`src/rtl/msg_tx_pkg.sv`:
```
// Shared types and constants for the inter-board message transmit scheduler.
// The optional retry/abandon behaviour is enabled with the macro MSG_TX_TIMEOUT_EN.
package msg_tx_pkg;

    localparam int MSG_W   = 22;
    localparam int ENTRY_W = MSG_W + 1;

    // Field positions inside ctrl_msg
    localparam int MOVE_DIR_BIT = 21;
    localparam int BLOCK_X_LSB  = 16;
    localparam int BLOCK_X_W    = 5;
    localparam int BLOCK_Y_LSB  = 13;
    localparam int BLOCK_Y_W    = 3;
    localparam int MSG_TYPE_LSB = 9;
    localparam int MSG_TYPE_W   = 4;
    localparam int CARD_LSB     = 3;
    localparam int CARD_W       = 6;
    localparam int SEL_LEN_LSB  = 0;
    localparam int SEL_LEN_W    = 3;

    typedef struct packed {
        logic             transmit;
        logic [MSG_W-1:0] msg;
    } entry_t;

    typedef enum logic [2:0] {
        ST_IDLE    = 3'd0,
        ST_SEND    = 3'd1,
        ST_WAIT    = 3'd2,
        ST_APPLY   = 3'd3,
        ST_ABANDON = 3'd4
    } state_t;

endpackage

```
`src/rtl/msg_fifo.sv`:
```
// DEPTH-entry FIFO of scheduler entries; a push is accepted at full when a pop
// happens in the same cycle, and srst empties the queue at the next edge.
module msg_fifo
    import msg_tx_pkg::*;
#(
    parameter int DEPTH = 4
) (
    input  logic                     clk,
    input  logic                     rst_n,
    input  logic                     srst,
    input  logic                     push,
    input  entry_t                   din,
    input  logic                     pop,
    output entry_t                   dout,
    output logic [$clog2(DEPTH):0]   count,
    output logic                     full,
    output logic                     empty
);

    localparam int AW = $clog2(DEPTH);

    entry_t          mem_r [DEPTH];
    logic [AW-1:0]   wr_ptr_r;
    logic [AW-1:0]   rd_ptr_r;
    logic [AW:0]     count_r;
    logic            pop_ok_s;
    logic            push_ok_s;

    assign empty     = (count_r == '0);
    assign full      = (count_r == (AW+1)'(DEPTH));
    assign pop_ok_s  = pop && !empty;
    assign push_ok_s = push && (!full || pop_ok_s);
    assign count     = count_r;
    assign dout      = mem_r[rd_ptr_r];

    // Entry storage
    always_ff @(posedge clk or negedge rst_n) begin
        if (!rst_n) begin
            for (int i = 0; i < DEPTH; i++) begin
                mem_r[i] <= '0;
            end
        end else if (push_ok_s && !srst) begin
            mem_r[wr_ptr_r] <= din;
        end
    end

    // Pointers and occupancy
    always_ff @(posedge clk or negedge rst_n) begin
        if (!rst_n) begin
            wr_ptr_r <= '0;
            rd_ptr_r <= '0;
            count_r  <= '0;
        end else if (srst) begin
            wr_ptr_r <= '0;
            rd_ptr_r <= '0;
            count_r  <= '0;
        end else begin
            if (push_ok_s) begin
                wr_ptr_r <= wr_ptr_r + 1'b1;
            end
            if (pop_ok_s) begin
                rd_ptr_r <= rd_ptr_r + 1'b1;
            end
            case ({push_ok_s, pop_ok_s})
                2'b10:   count_r <= count_r + 1'b1;
                2'b01:   count_r <= count_r - 1'b1;
                default: count_r <= count_r;
            endcase
        end
    end

endmodule

```
`src/rtl/msg_tx_scheduler.sv`:
```
// Queues game-control messages, sends transmitted ones to the other board and
// applies each locally only after its remote Ack. Optional macro: MSG_TX_TIMEOUT_EN.
module msg_tx_scheduler
    import msg_tx_pkg::*;
#(
    parameter int DEPTH       = 4,
    parameter int TIMEOUT_CYC = 1000000,
    parameter int MAX_RETRY   = 3
) (
    input  logic                     clk,
    input  logic                     rst_n,
    input  logic                     interboard_rst,
    input  logic                     ctrl_en,
    input  logic [MSG_W-1:0]         ctrl_msg,
    input  logic                     transmit,
    input  logic                     tx_busy,
    input  logic                     tx_done,
    output logic                     tx_start,
    output logic [MSG_W-1:0]         tx_msg,
    output logic                     mem_en,
    output logic [MSG_W-1:0]         mem_msg,
    output logic                     full,
    output logic [$clog2(DEPTH):0]   pending,
    output logic                     tx_error
);

    if (DEPTH < 2 || DEPTH > 16 || (DEPTH & (DEPTH - 1)) != 0 ||
        TIMEOUT_CYC < 1 || MAX_RETRY < 0) begin : g_param_check
        $error("msg_tx_scheduler: illegal parameter set");
    end

    state_t  state_r;
    state_t  next_state_s;
    entry_t  head_s;
    entry_t  din_s;
    logic    empty_s;
    logic    pop_s;
    logic    tx_start_r;
    logic    mem_en_r;

    assign din_s = '{transmit: transmit, msg: ctrl_msg};
    assign pop_s = (state_r == ST_APPLY) || (state_r == ST_ABANDON);

    msg_fifo #(
        .DEPTH (DEPTH)
    ) u_fifo (
        .clk   (clk),
        .rst_n (rst_n),
        .srst  (interboard_rst),
        .push  (ctrl_en),
        .din   (din_s),
        .pop   (pop_s),
        .dout  (head_s),
        .count (pending),
        .full  (full),
        .empty (empty_s)
    );

`ifdef MSG_TX_TIMEOUT_EN
    localparam int TMR_W = $clog2(TIMEOUT_CYC + 1);
    localparam int RTY_W = $clog2(MAX_RETRY + 2);

    logic [TMR_W-1:0] timer_r;
    logic [RTY_W-1:0] retry_r;
    logic             timeout_s;
    logic             retry_left_s;
    logic             tx_error_r;

    assign timeout_s    = (timer_r == TMR_W'(TIMEOUT_CYC - 1));
    assign retry_left_s = (retry_r < RTY_W'(MAX_RETRY));
    assign tx_error     = tx_error_r;

    // Wait-for-Ack timer restarts on every launch; resend count restarts per message
    always_ff @(posedge clk or negedge rst_n) begin
        if (!rst_n) begin
            timer_r <= '0;
            retry_r <= '0;
        end else if (interboard_rst) begin
            timer_r <= '0;
            retry_r <= '0;
        end else begin
            if (state_r == ST_WAIT) begin
                timer_r <= timer_r + 1'b1;
            end else begin
                timer_r <= '0;
            end
            if (state_r == ST_IDLE) begin
                retry_r <= '0;
            end else if (state_r == ST_WAIT && next_state_s == ST_SEND) begin
                retry_r <= retry_r + 1'b1;
            end else begin
                retry_r <= retry_r;
            end
        end
    end

    // Sticky abandon flag
    always_ff @(posedge clk or negedge rst_n) begin
        if (!rst_n) begin
            tx_error_r <= 1'b0;
        end else if (interboard_rst) begin
            tx_error_r <= 1'b0;
        end else if (next_state_s == ST_ABANDON) begin
            tx_error_r <= 1'b1;
        end else begin
            tx_error_r <= tx_error_r;
        end
    end
`else
    assign tx_error = 1'b0;
`endif

    // Next-state logic; a transmitted message is applied only once its Ack arrives
    always_comb begin
        next_state_s = state_r;
        case (state_r)
            ST_IDLE: begin
                if (empty_s) begin
                    next_state_s = ST_IDLE;
                end else if (!head_s.transmit) begin
                    next_state_s = ST_APPLY;
                end else if (!tx_busy) begin
                    next_state_s = ST_SEND;
                end else begin
                    next_state_s = ST_IDLE;
                end
            end
            ST_SEND: begin
                next_state_s = ST_WAIT;
            end
            ST_WAIT: begin
                if (tx_done) begin
                    next_state_s = ST_APPLY;
                end else begin
`ifdef MSG_TX_TIMEOUT_EN
                    if (timeout_s) begin
                        if (retry_left_s) begin
                            next_state_s = ST_SEND;
                        end else begin
                            next_state_s = ST_ABANDON;
                        end
                    end else begin
                        next_state_s = ST_WAIT;
                    end
`else
                    next_state_s = ST_WAIT;
`endif
                end
            end
            ST_APPLY:   next_state_s = ST_IDLE;
            ST_ABANDON: next_state_s = ST_IDLE;
            default:    next_state_s = ST_IDLE;
        endcase
    end

    // State register; flush aborts any transfer without applying it
    always_ff @(posedge clk or negedge rst_n) begin
        if (!rst_n) begin
            state_r <= ST_IDLE;
        end else if (interboard_rst) begin
            state_r <= ST_IDLE;
        end else begin
            state_r <= next_state_s;
        end
    end

    // Strobes registered alongside the state so they track it exactly
    always_ff @(posedge clk or negedge rst_n) begin
        if (!rst_n) begin
            tx_start_r <= 1'b0;
            mem_en_r   <= 1'b0;
        end else if (interboard_rst) begin
            tx_start_r <= 1'b0;
            mem_en_r   <= 1'b0;
        end else begin
            tx_start_r <= (next_state_s == ST_SEND);
            mem_en_r   <= (next_state_s == ST_APPLY);
        end
    end

    assign tx_start = tx_start_r;
    assign mem_en   = mem_en_r;
    assign tx_msg   = empty_s ? {MSG_W{1'b0}} : head_s.msg;
    assign mem_msg  = tx_msg;

endmodule

```
`config.mk`:
```
export PLATFORM = sky130hd
export DESIGN_NAME = msg_tx_scheduler
export DESIGN_NICKNAME = d
export VERILOG_FILES = /design/src/rtl/msg_tx_pkg.sv /design/src/rtl/msg_fifo.sv /design/src/rtl/msg_tx_scheduler.sv
export SDC_FILE = /design/constraint.sdc
export NUM_CORES = 1
export LEC_CHECK = 0
export CORE_MARGIN = 4
export CORE_UTILIZATION = 55
export CTS_CLUSTER_SIZE = 14
export DETAILED_ROUTE_END_ITERATION = 8
export GPL_ROUTABILITY_DRIVEN = 0
export PLACE_DENSITY_LB_ADDON = 0.15
export SYNTH_ARGS = -nofsm -noshare
export SYNTH_HDL_FRONTEND = slang
export SYNTH_HIERARCHICAL = 1
export SYNTH_SLANG_ARGS = --single-unit
```
`constraint.sdc`:
```
create_clock -name clk -period 2.95 [get_ports clk]
set_input_delay 0.59 -clock clk [delete_from_list [all_inputs] [get_ports clk]]
set_output_delay 0.59 -clock clk [all_outputs]
set_load 0.005 [all_outputs]
```
==> summary.md <==
| Metric | Value |
|---|---|
| Detail Route Antenna Nets | `0` |
| Crit path time final | `2.84 ns` |
| Outcome | `completed` |
| Crit path arrival time | `2.25 ns` |
| #FFs+latches synth | `103` |
| CP peak stage delay | `0.52 ns` |
| Global route overflow | `0` |
| Period utilization | `about 96%` |
| Clock Skew | `roughly 0.011 ns` |
| Power Dens Cells | `616 nW/um2` |
| Most instantiated library cell after synthesis | `dfrtp_1` |
| RSZ-0062 raised after global routing | `no` |
| Worst slew pin tran | `0.659 ns` |
| Setup TNS Final | `0 ns` |
| Post_cts resized | `0` |
| Via count | `3019` |
| Initial Util | `56.6%` |
| Synth top area share | `46.6%` |
| Distinct cell type count after synthesis | `44` |
| DR vias/cell | `5.51` |
| Cell Count, Final, Fillers Out | `548` |
| # rows | `36` |
| Asr flop ratio synth | `between 90% and 100%` |
| Layout area overhead | `18.0%` |
| CP Launch Type | `register` |
| Worst-Skew Late Latency | `~0.36 ns` |
| EDFF count, synth | `0` |
| Mapped Nets | `389` |
| Placed insts | `530` |
| Setup-failing EPs final | `0` |
| Fmax | `352 MHz` |
| Req. time, crit path | `2.36 ns` |
| Combinational share of power | `26.4%` |
| Layout cells sized above 1 | `approximately two fifths` |
| Starting DRC count in detailed routing | `89` |
| CTS tree | `built` |
| Die ar. | `about 12000 um2` |
| Internal | `approximately 3.1 mW` |
| Pleak | `around 2.8 nW` |
| Buf+Inv Stages, Crit Path | `2` |
| Longest Clk Path Bufs | `2` |
| H-tree Lvls | `3` |
| First-pass GRT wire length | `17200 um` |
| Post-Syn Instances | `352` |
| Seq/Total Area, Yosys | `46.6%` |
| Most used DFF post-synth | `dfrtp_1` |
| Die Ht | `108 um` |
| Die X | `108 um` |
| Sw power | `0.972 mW` |
| Switching share of power | `approximately 24%` |
| Drt first pass iters | `4` |
| Flop pwr share | `49.3%` |
| Slew margin rel. | `55.9%` |
| PortBufs | `78` |
| Initial antenna violation count | `0` |
| DRT Wirelength | `10600 um` |
| Clock Pin Slew Worst Setup and Hold Paths | `about 0.1 ns` |
| Nets | `448` |
| Synth cell count leaders | `dfrtp_1 (103), mux2_4 (80), buf_4 (27), mux4_2 (23), and2b_1 (14)` |
| VDD IR max | `between 0.3 and 0.4 mV` |
| Ant. Diodes | `0` |
| Total track usage | `19.1%` |
| CORE AREA | `9770 um2` |
| Number of CTS-inserted buffers | `9` |
| Post-synthesis average cell area | `15.7 um2` |
| Final hold vios | `0` |
| Vias in the first global route | `approximately 3.3k` |
| Crit path capture type | `primary output` |
| YS warnings | `6` |
| Post-Synthesis Cell Area | `5530 um2` |
| WS Path Type | `register to primary output` |
| Final Max Tran Viols | `0` |
| CTS Hold Buffers Added | `0` |
| Io pins | `80` |
| Crit-path max FO | `11` |
| Routed wire length per instance | `19.3 um` |
| Pin count of the biggest net entering global routing | `61` |
| Ranking of synthesized cells by area | `dfrtp_1 (47%), mux2_4 (22%), mux4_2 (9.4%)` |
| Post-synth top area cell | `dfrtp_1` |
| CTS root buf | `clkbuf_8` |
| Crit-path cells | `buf_12 > mux4_2 > and2b_2 > clkdlybuf4s50_1` |
| Critical-path top delay cell | `mux4_2` |
| Hpwl dp | `6860 um` |
| Max Cap Viol | `0` |
| Clk pwr share | `~24%` |
| TritonCTS Sinks | `103` |
| Critical path's top delay family | `buffers and inverters` |
| Post-route DRC | `0` |
| Min-delay worst type | `input port to asynchronous set/reset pin` |
power by group through the flow:
stage               Combinational, mW  Sequential, mW  Clock, mW
finish                           1.06            1.99      0.978
CTS                              1.08            1.99       1.01
detailed placement               1.07            2.01          0
floorplan                       0.829            1.94          0
global route                     1.14            2.03       1.06
global placement                 1.04            2.00          0
cell families (layout without fill, tap and decap cells):
kind of cell    count (synthesis)  after routing  synth area share, %
xor+xnor                        4              4                0.633
buf+inv                        56            119                 8.48
other cells                     1              1               0.0678
mux                           117            117                 33.9
compound gates                 12             12                 1.95
flops                         103            103                 46.6
fa+ha+maj                       8              8                 1.94
simple gates                   51             51                 6.45
cell usage in the layout, fill, tap and decap left out, drive strengths merged, types with 2 or more instances in the layout:
master,n
clkbuf,12
buf,19
nor3,3
o2111ai,2
nor4bb,4
nand3,2
nand2,3
nor2b,6
clkdlybuf4s50,77
dfrtp,103
and2b,17
a21oi,2
nand2b,2
nor2,7
inv,8
nor4b,2
a31oi,2
ha,7
mux2,93
mux4,23
xor2,3
bufinv,2
area by class of cell:
class,count,area (um2)
fill,735,3240
clock buffer,11,141
timing repair buffer,97,988
inverter,7,26.3
clock inverter,4,77.6
tap,133,166
multi-input combinational,193,2550
sequential,103,2580
through the flow:
stage	worst slack [ns]	power (mW)	hold slack (ns)	instance area [um2]	utilization [%]
after floorplan	0.595	2.77	0.294	5530	-
after global placement	0.421	3.04	0.484	6270	64.2
after detailed placement	0.392	3.07	0.487	6270	64.2
after CTS	0.0405	4.07	0.227	6490	66.4
after global routing	0.0224	4.24	0.240	6530	66.8
final	0.113	4.03	0.214	6530	66.8
worst register-to-register path, cell delays in order (launching register included):
cell     delay, ns
dfrtp_1       0.54
o31ai_1       0.47
nor2_1        0.11
fa_1          0.39
or3b_2        0.48
or3_1         0.31
a31oi_1       0.16
sequential cells by signal, indices dropped and copies added (netlist names):
signal           cells
tx_start             1
u_fifo/rd_ptr_r      2
u_fifo/mem_r        92
u_fifo/count         3
mem_en               1
u_fifo/wr_ptr_r      2
state_r              2
metal layers:
metal | share of wire (%) | GRT usage [%] | up-vias
li1 | - | - | 1349
met2 | 48 | 31.0 | 63
met5 | 0 | 0 | -
met4 | 1.1 | 5.41 | 0
met1 | 47 | 26.4 | 1595
met3 | 3.9 | 3.76 | 12
path summary, 6_finish.rpt:
path	slack (ns)	cells after the start	startpoint	endpoint
max	0.11	4	u_fifo/rd_ptr_r[0]	tx_msg[0]
min	0.21	1	rst_n	u_fifo/mem_r[29]
max reg2reg	0.42	6	u_fifo/count[0]	u_fifo/count[2]
min reg2reg	0.51	1	u_fifo/mem_r[41]	u_fifo/mem_r[41]
max in group asynchronous	2.00	2	rst_n	u_fifo/rd_ptr_r[0]
min in group clk	0.51	1	u_fifo/mem_r[41]	u_fifo/mem_r[41]
what timing repair did:
item                       in CTS  in global routing
buffers inserted                0                  2
hold endpoints to repair        0                  0
setup endpoints to repair       0                  4
No activity file was read; power rests on OpenSTA's default activity.
